--- src/rtl/router_input_port.sv ---
// router_input_port: mesh-router input port; flit FIFO, XY route from head flit, hold-until-release request to output arbiters.
// Ports:
//   clk, rst                 clock, async active-high reset
//   in_valid/in_flit/in_ready   upstream flit interface into the FIFO
//   req0..req4 / gnt0..gnt4     request/grant per output port (0 local, 1 N, 2 E, 3 S, 4 W)
//   out_valid/out_flit/out_ready flit presented to the crossbar
//   err                      sticky: a non-head flit reached the FIFO head while idle
module router_input_port #(
   parameter int DEPTH  = 4,
   parameter int DATA_W = 16,
   parameter int X_W    = 2,
   parameter int Y_W    = 2,
   parameter int MY_X   = 0,
   parameter int MY_Y   = 0
) (
   input  logic              clk,
   input  logic              rst,
   input  logic              in_valid,
   input  logic [DATA_W-1:0] in_flit,
   output logic              in_ready,
   output logic              req0,
   output logic              req1,
   output logic              req2,
   output logic              req3,
   output logic              req4,
   input  logic              gnt0,
   input  logic              gnt1,
   input  logic              gnt2,
   input  logic              gnt3,
   input  logic              gnt4,
   output logic              out_valid,
   output logic [DATA_W-1:0] out_flit,
   input  logic              out_ready,
   output logic              err
);
   localparam int AW = $clog2(DEPTH);
   localparam int CW = AW + 1;
   localparam logic [X_W-1:0] MX = X_W'(MY_X);
   localparam logic [Y_W-1:0] MY = Y_W'(MY_Y);
   typedef enum logic [1:0] {IDLE, ACTIVE, RELEASE} state_t;
   logic [DATA_W-1:0] mem_q [DEPTH];
   logic [DATA_W-1:0] mem_d [DEPTH];
   logic [AW-1:0]     wr_ptr_q, wr_ptr_d, rd_ptr_q, rd_ptr_d;
   logic [CW-1:0]     count_q, count_d;
   state_t            state_q, state_d;
   logic [2:0]        port_q, port_d;
   logic              err_q, err_d;
   logic [DATA_W-1:0] head;
   logic [X_W-1:0]    dx;
   logic [Y_W-1:0]    dy;
   logic [2:0]        route;
   logic [4:0]        gnt, req;
   logic              empty, is_head, is_tail, push, pop, xfer, discard;
   assign gnt      = {gnt4, gnt3, gnt2, gnt1, gnt0};
   assign head     = mem_q[rd_ptr_q];
   assign empty    = (count_q == '0);
   // type 01 head, 11 single: bit 0 marks a head; 10 tail, 11 single: bit 1 marks a tail
   assign is_head  = head[DATA_W-2];
   assign is_tail  = head[DATA_W-1];
   assign dx       = head[X_W+Y_W-1:Y_W];
   assign dy       = head[Y_W-1:0];
   assign route    = (dx > MX) ? 3'd2 : (dx < MX) ? 3'd4 : (dy > MY) ? 3'd1 : (dy < MY) ? 3'd3 : 3'd0;
   // in_ready looks only at the registered count, so a same-cycle pop never frees a slot early
   assign in_ready  = (count_q != CW'(DEPTH));
   assign push      = in_valid & in_ready;
   assign out_valid = (state_q == ACTIVE) & gnt[port_q] & ~empty;
   assign xfer      = out_valid & out_ready;
   assign discard   = (state_q == IDLE) & ~empty & ~is_head;
   assign pop       = xfer | discard;
   assign out_flit  = head;
   assign req       = (state_q == ACTIVE) ? (5'd1 << port_q) : 5'd0;
   assign {req4, req3, req2, req1, req0} = req;
   assign err       = err_q;
   always_comb begin
      mem_d = mem_q;
      if (push) mem_d[wr_ptr_q] = in_flit;
      wr_ptr_d = push ? wr_ptr_q + 1'b1 : wr_ptr_q;
      rd_ptr_d = pop ? rd_ptr_q + 1'b1 : rd_ptr_q;
      count_d  = count_q + CW'(push) - CW'(pop);
   end
   always_comb begin
      state_d = state_q;
      port_d  = port_q;
      err_d   = err_q | discard;
      unique case (state_q)
         IDLE: begin
            if (!empty && is_head) begin
               port_d  = route;
               state_d = ACTIVE;
            end
         end
         ACTIVE:  state_d = (xfer && is_tail) ? RELEASE : ACTIVE;
         RELEASE: state_d = IDLE;
         default: state_d = IDLE;
      endcase
   end
   always_ff @(posedge clk or posedge rst) begin
      if (rst) begin
         mem_q    <= '{default: '0};
         wr_ptr_q <= '0;
         rd_ptr_q <= '0;
         count_q  <= '0;
         state_q  <= IDLE;
         port_q   <= '0;
         err_q    <= 1'b0;
      end else begin
         mem_q    <= mem_d;
         wr_ptr_q <= wr_ptr_d;
         rd_ptr_q <= rd_ptr_d;
         count_q  <= count_d;
         state_q  <= state_d;
         port_q   <= port_d;
         err_q    <= err_d;
      end
   end
endmodule

--- config.mk ---
export PLATFORM = sky130hd
export DESIGN_NAME = router_input_port
export DESIGN_NICKNAME = d
export VERILOG_FILES = /design/src/rtl/router_input_port.sv
export SDC_FILE = /design/constraint.sdc
export NUM_CORES = 1
export LEC_CHECK = 0
export ABC_AREA = 1
export CAP_MARGIN = 20
export CORE_MARGIN = 8
export CORE_UTILIZATION = 49
export DETAILED_ROUTE_END_ITERATION = 6
export PLACE_DENSITY_LB_ADDON = 0.08
export RECOVER_POWER = 50
export SYNTH_ARGS = -nofsm -noshare
export SYNTH_HDL_FRONTEND = slang
export SYNTH_SLANG_ARGS = --single-unit
--- constraint.sdc ---
create_clock -name clk -period 2.2 [get_ports clk]
set_input_delay 0.44 -clock clk [delete_from_list [all_inputs] [get_ports clk]]
set_output_delay 0.44 -clock clk [all_outputs]
set_load 0.05 [all_outputs]
Word-level counts from Yosys, hierarchy flattened:

Index checks and enable logic that the tools add are counted.

* register bits after elaboration: 77
* input bits: 25
* output and inout port bits: 24

* $add $sub $neg: 4
* magnitude comparators: 8
* equal/unequal tests: 3
* shift-type cells: 1
* mux-type cells: 16
* bitwise operators: 12
* reductions and logical operators: 7

Operator list (number)
* bitwise mux 64 bit: 1
* two-way mux 16 bit: 3
* binary-select mux 16 bit (select 2 bit): 1
* demux 16 bit (select 2 bit): 1
* two-way mux 2 bit: 4
* bitwise AND 1 bit: 6
* >= comparator 3 bit, second input constant: 2
* two-way mux 3 bit: 2
* NOT 2 -> 3 bit: 2
* two-way mux 5 bit: 1
* left shift 1 x 3 -> 5 bit, first input constant: 1
* adder 2 x 1 -> 2 bit, second input constant: 2
* greater-than comparator 2 x 1 -> 1 bit, second input constant: 2
* < comparator 2 x 1 -> 1 bit, second input constant: 2
* < comparator 3 x 4 -> 1 bit, second input constant: 1
* case mux 2 bit (2 select lines): 1
* adder 3 x 1 -> 3 bit: 1
* binary-select mux 1 bit (select 3 bit): 1
* logical AND 1 bit: 3
* logical NOT 3 bit: 1
* < comparator 3 x 1 -> 1 bit, second input constant: 1
* inequality test 3 bit, second input constant: 1
* subtractor 3 x 1 -> 3 bit: 1
* equality test 2 x 1 -> 1 bit, second input constant: 1
* other kinds (7): 9

Longest topological paths before layout:

* depth in word-level cells: 9
* depth in mapped cells: 14

Worst setup path before layout:

No wires, ideal clock.

* path type: register -> register
* start: register count_q[1]
* end: register count_q[2]
* setup time: 0.129 ns
* arrival: 2.084 ns
* data required time: 2.071 ns
* path slack: -0.012 ns
* stages on the path, launching flop included: 12
* path buffers: 0
* clock period less this slack: 2.212 ns
* cell sequence: dfrtp_1 -> nor3_1 -> nor2_1 -> nand2_1 -> nand2_1 -> ha_1 -> inv_1 -> ha_1 -> inv_1 -> fa_1 -> xnor2_1 -> xor2_1

* word-level cells in the longest chain between the ends: 6
* elaborated cells between the ends (all ways): 11
* those cells by class: 2 x add/sub; 1 x eq/ne; 7 x bitwise; 1 x reduce/logical

RTL lines
* from (decl): line 44 `logic [CW-1:0] count_q, count_d;`
* from (signal assigned): line 110 `count_q <= count_d;`
* logical NOT 3 bit (*): line 56 `assign empty = (count_q == '0);`
* NOT 1 bit (*): line 66, 68
* bitwise AND 1 bit (on tied branches): line 66, 68
* bitwise AND 1 bit (on tied branches): line 67, 68
* bitwise OR 1 bit (*): line 69 `assign pop = xfer | discard;`
* via pop: line 53 `logic empty, is_head, is_tail, push, pop, xfer, discard;`
* subtractor 3 x 1 -> 3 bit (*): line 79 `count_d = count_q + CW'(push) - CW'(pop);`
* via count_d[2]: line 44

Mark *: on every way through the listed nets, which the timed path passes. The rest lies on a longest branch.
A chain may end at the register's enable or synchronous reset.

Final worst setup path:

* start: register port_q[0]
* end: register count_q[2]

* word-level cells in the longest chain between the ends: 7

RTL lines
* from (decl): line 46 `logic [2:0] port_q, port_d;`
* from (signal assigned): line 112 `port_q <= port_d;`
* binary-select mux 1 bit (select 3 bit): line 66 `assign out_valid = (state_q == ACTIVE) & gnt[port_q] & ~empty;`
* two-way mux 1 bit (not written as such): line 66
* bitwise AND 1 bit (2 in a row): line 66
* bitwise AND 1 bit: line 67 `assign xfer = out_valid & out_ready;`
* bitwise OR 1 bit: line 69
* via pop: line 53
* subtractor 3 x 1 -> 3 bit: line 79
* via count_d[2]: line 44

The timed path passes the listed nets, and every way through them passes these cells. The select of a mux whose other input is x is not followed.

==> flow_summary.yaml <==
detailed_routing:
  drtAntennaViolNets: 0
  drc: 0
  wl_um: 7800
  drtPass1Iterations: 4
  wl_met3_um: 434
  wl_met1_um: 3660
  wl_met2_um: 3590
  vias_per_cell: 4.90
  vias: 2855
  dr.max_layer_used: "met4"
  post_drt_wl_per_cell_um: 13.4
  drtIter0Drc: 125
setup_path:
  reg2reg_depth: 14
  reg2reg_to: "count_q[2]"
  endpoint: "count_q[2]"
  crit_type: "register to register"
  crit_path_start_kind: "register"
  crit_fanout: 4
  arrival_ps: 2420
  endpoint_kind: "register"
  worstReg2RegStart: "port_q[0]"
  rrSetupSlack_ps: 3
  critPathRequiredTime_ps: 2420
  cp-startpoint: "port_q[0]"
sta:
  hold_viol: 0
  post-route-min-period_ps: 2200
  min_period_over_period: 0.999
  tightest_slew_ps: 1020
  rsz0062_at_grt: "yes"
  skew_ps: 9.34
  report.final.slew_viol_count: 0
  setup_viol: 0
  slew-limit-headroom: 0.321
  max_freq_mhz: 455
  whs_ps: 487
global_route:
  grt_max_degree: 77
  grt_overflow: 0
  grt_pass1_vias: 2853
  antenna_found_initial: 0
  grt.total_usage: 0.161
  grt_first_pass_wirelength_um: 13300
clock_network:
  cts_made_buffers: 9
  cts.clk_slew.worst_paths_ps: 80
  cts_root_buffer: "clkbuf_8"
  htreeDepth: 3
  clock_path_buffers: 2
  clock-sinks: 76
  cts_tree: "yes"
  clk_latency_ps: 340
worst_hold_path:
  hold_class: "register to register"
  hp-start: "mem_q[26]"
pwr:
  finalPower_mw: 7.91
  irDropWorstVdd_v: 0.000873
  power.leakage_nw: 2.25
  power_density_mw_per_mm2: 1790
placed_design:
  io_buffers: 46
  hpwl_um: 4910
  place_area_mm2: 0.00416
  gp_congestion: 0.741
finish:
  stdcell_area_mm2: 0.00441
  drive_gt1_frac: 0.184
  area_growth_pct: 21.2
  num_antenna_cells: 0
  final_util: 0.611
  final_nets: 513
die:
  core_mm2: 0.00721
  pin_count: 49
  rows: 31
  dieArea_mm2: 0.0104
  fp.dieW_um: 102
  initial_utilization: 0.505
  die_h_um: 102
run:
  drv_cap: 0
outcome:
  status: "finished clean"
yosys:
  ys_ff_latch: 76
  syn_nets: 454
  synthesis.instances: 422
  synth_seq_area_share: 0.523
  netlist-cell-type-count: 26
  yosys_warnings: 0
  syn_avg_cell_area_um2: 8.62
  syn-cell-area_mm2: 0.00364
registers in the layout (all words and copies together), names as in the netlist:
signal and cells:
count_q 3, state_q 2, err 1, wr_ptr_q 2, mem_q 64, rd_ptr_q 2, port_q 2
worst min-delay path by stage:
stage	slack (ps)	cells past startpoint	end
floorplan	450	2	mem_q[0]
global placement	440	2	err
detailed placement	450	2	err
CTS	470	2	err
global route	510	2	mem_q[36]
finish	490	2	mem_q[26]
cells in the final DEF (no fill, tap or decap), types with 8 or more instances in the layout:
master and count:
clkbuf_8 10, nor2_1 26, nand2_1 109, nand2_2 8
o21ai_1 65, clkdlybuf4s50_1 19, dfrtp_1 75, inv_1 35
o21ai_0 22, nand3_1 12, buf_4 42, o22ai_1 10
timing repair:
action | CTS | global route
setup endpoints to repair | 1 | 4
setup buffers | 1 | 5
resized for setup | 5 | 16
hold buffers | 0 | 0
hold endpoints to repair | 0 | 0
pin swaps | 4 | 9
cell usage after synthesis (all sizes together):
library cell,n,share of area
a21oi,2,0.0028
buf,19,0.054
clkbuf,4,0.0041
conb,1,0.0010
dfrtp,76,0.52
fa,1,0.0055
ha,6,0.021
inv,43,0.046
nand2,121,0.14
nand3,15,0.023
nand4,1,0.0017
nor2,27,0.029
nor3,5,0.0069
o21ai,87,0.12
o22ai,10,0.017
xnor2,1,0.0024
xor2,3,0.0072
worst max-delay path, cell delays in order (launching register included):
cell and delay (ps):
dfrtp_1 420, inv_2 80, nand2_1 50, nand2_1 60, nand2_1 60, nand2_2 90, nand3_2 80, nand2_2 110
ha_4 210, inv_4 50, ha_4 120, inv_2 40, fa_2 390, xnor2_2 140, xor2_1 160
logic make-up after synthesis:
family / count (synthesis) / synth area share
AND/OR/NAND/NOR: 169 / 0.197
AO/OA/AOI/OAI: 99 / 0.140
flip-flops: 76 / 0.523
buffers and inverters: 66 / 0.104
adder cells (fa/ha/maj): 7 / 0.0261
XOR/XNOR: 4 / 0.00963
other: 1 / 0.00103
through the flow:
stage	TNS, ps	worst slack (ps)	instances
2_1_floorplan	0	4.90	422
3_3_place_gp	-546	-353	563
3_5_place_dp	-689	-424	563
4_1_cts	0	0.905	578
5_1_grt	-132	-128	583
6_report	0	3.08	583
layer usage:
metal  global-route usage  vias to the layer above
li1                     -                     1471
met1                0.200                     1315
met2                0.267                       58
met3               0.0347                       11
met4               0.0609                        0
met5                    0                        -
layout make-up:
cell class	count	area, um2
clock buffer	11	141
clock inverter	3	15.0
sequential	76	1900
fill	674	2800
multi-input combinational	280	1420
timing repair buffer	71	637
inverter	43	173
tap	99	124
power by group:
part / leakage (nW) / switching, mW / total, mW / internal [mW]
clock network: 0.0848 / 0.469 / 0.892 / 0.423
registers: 0.943 / 0.352 / 2.39 / 2.04
logic: 1.22 / 2.93 / 4.63 / 1.70
total: 2.25 / 3.75 / 7.91 / 4.16
Power figures use the tool's default switching activity.
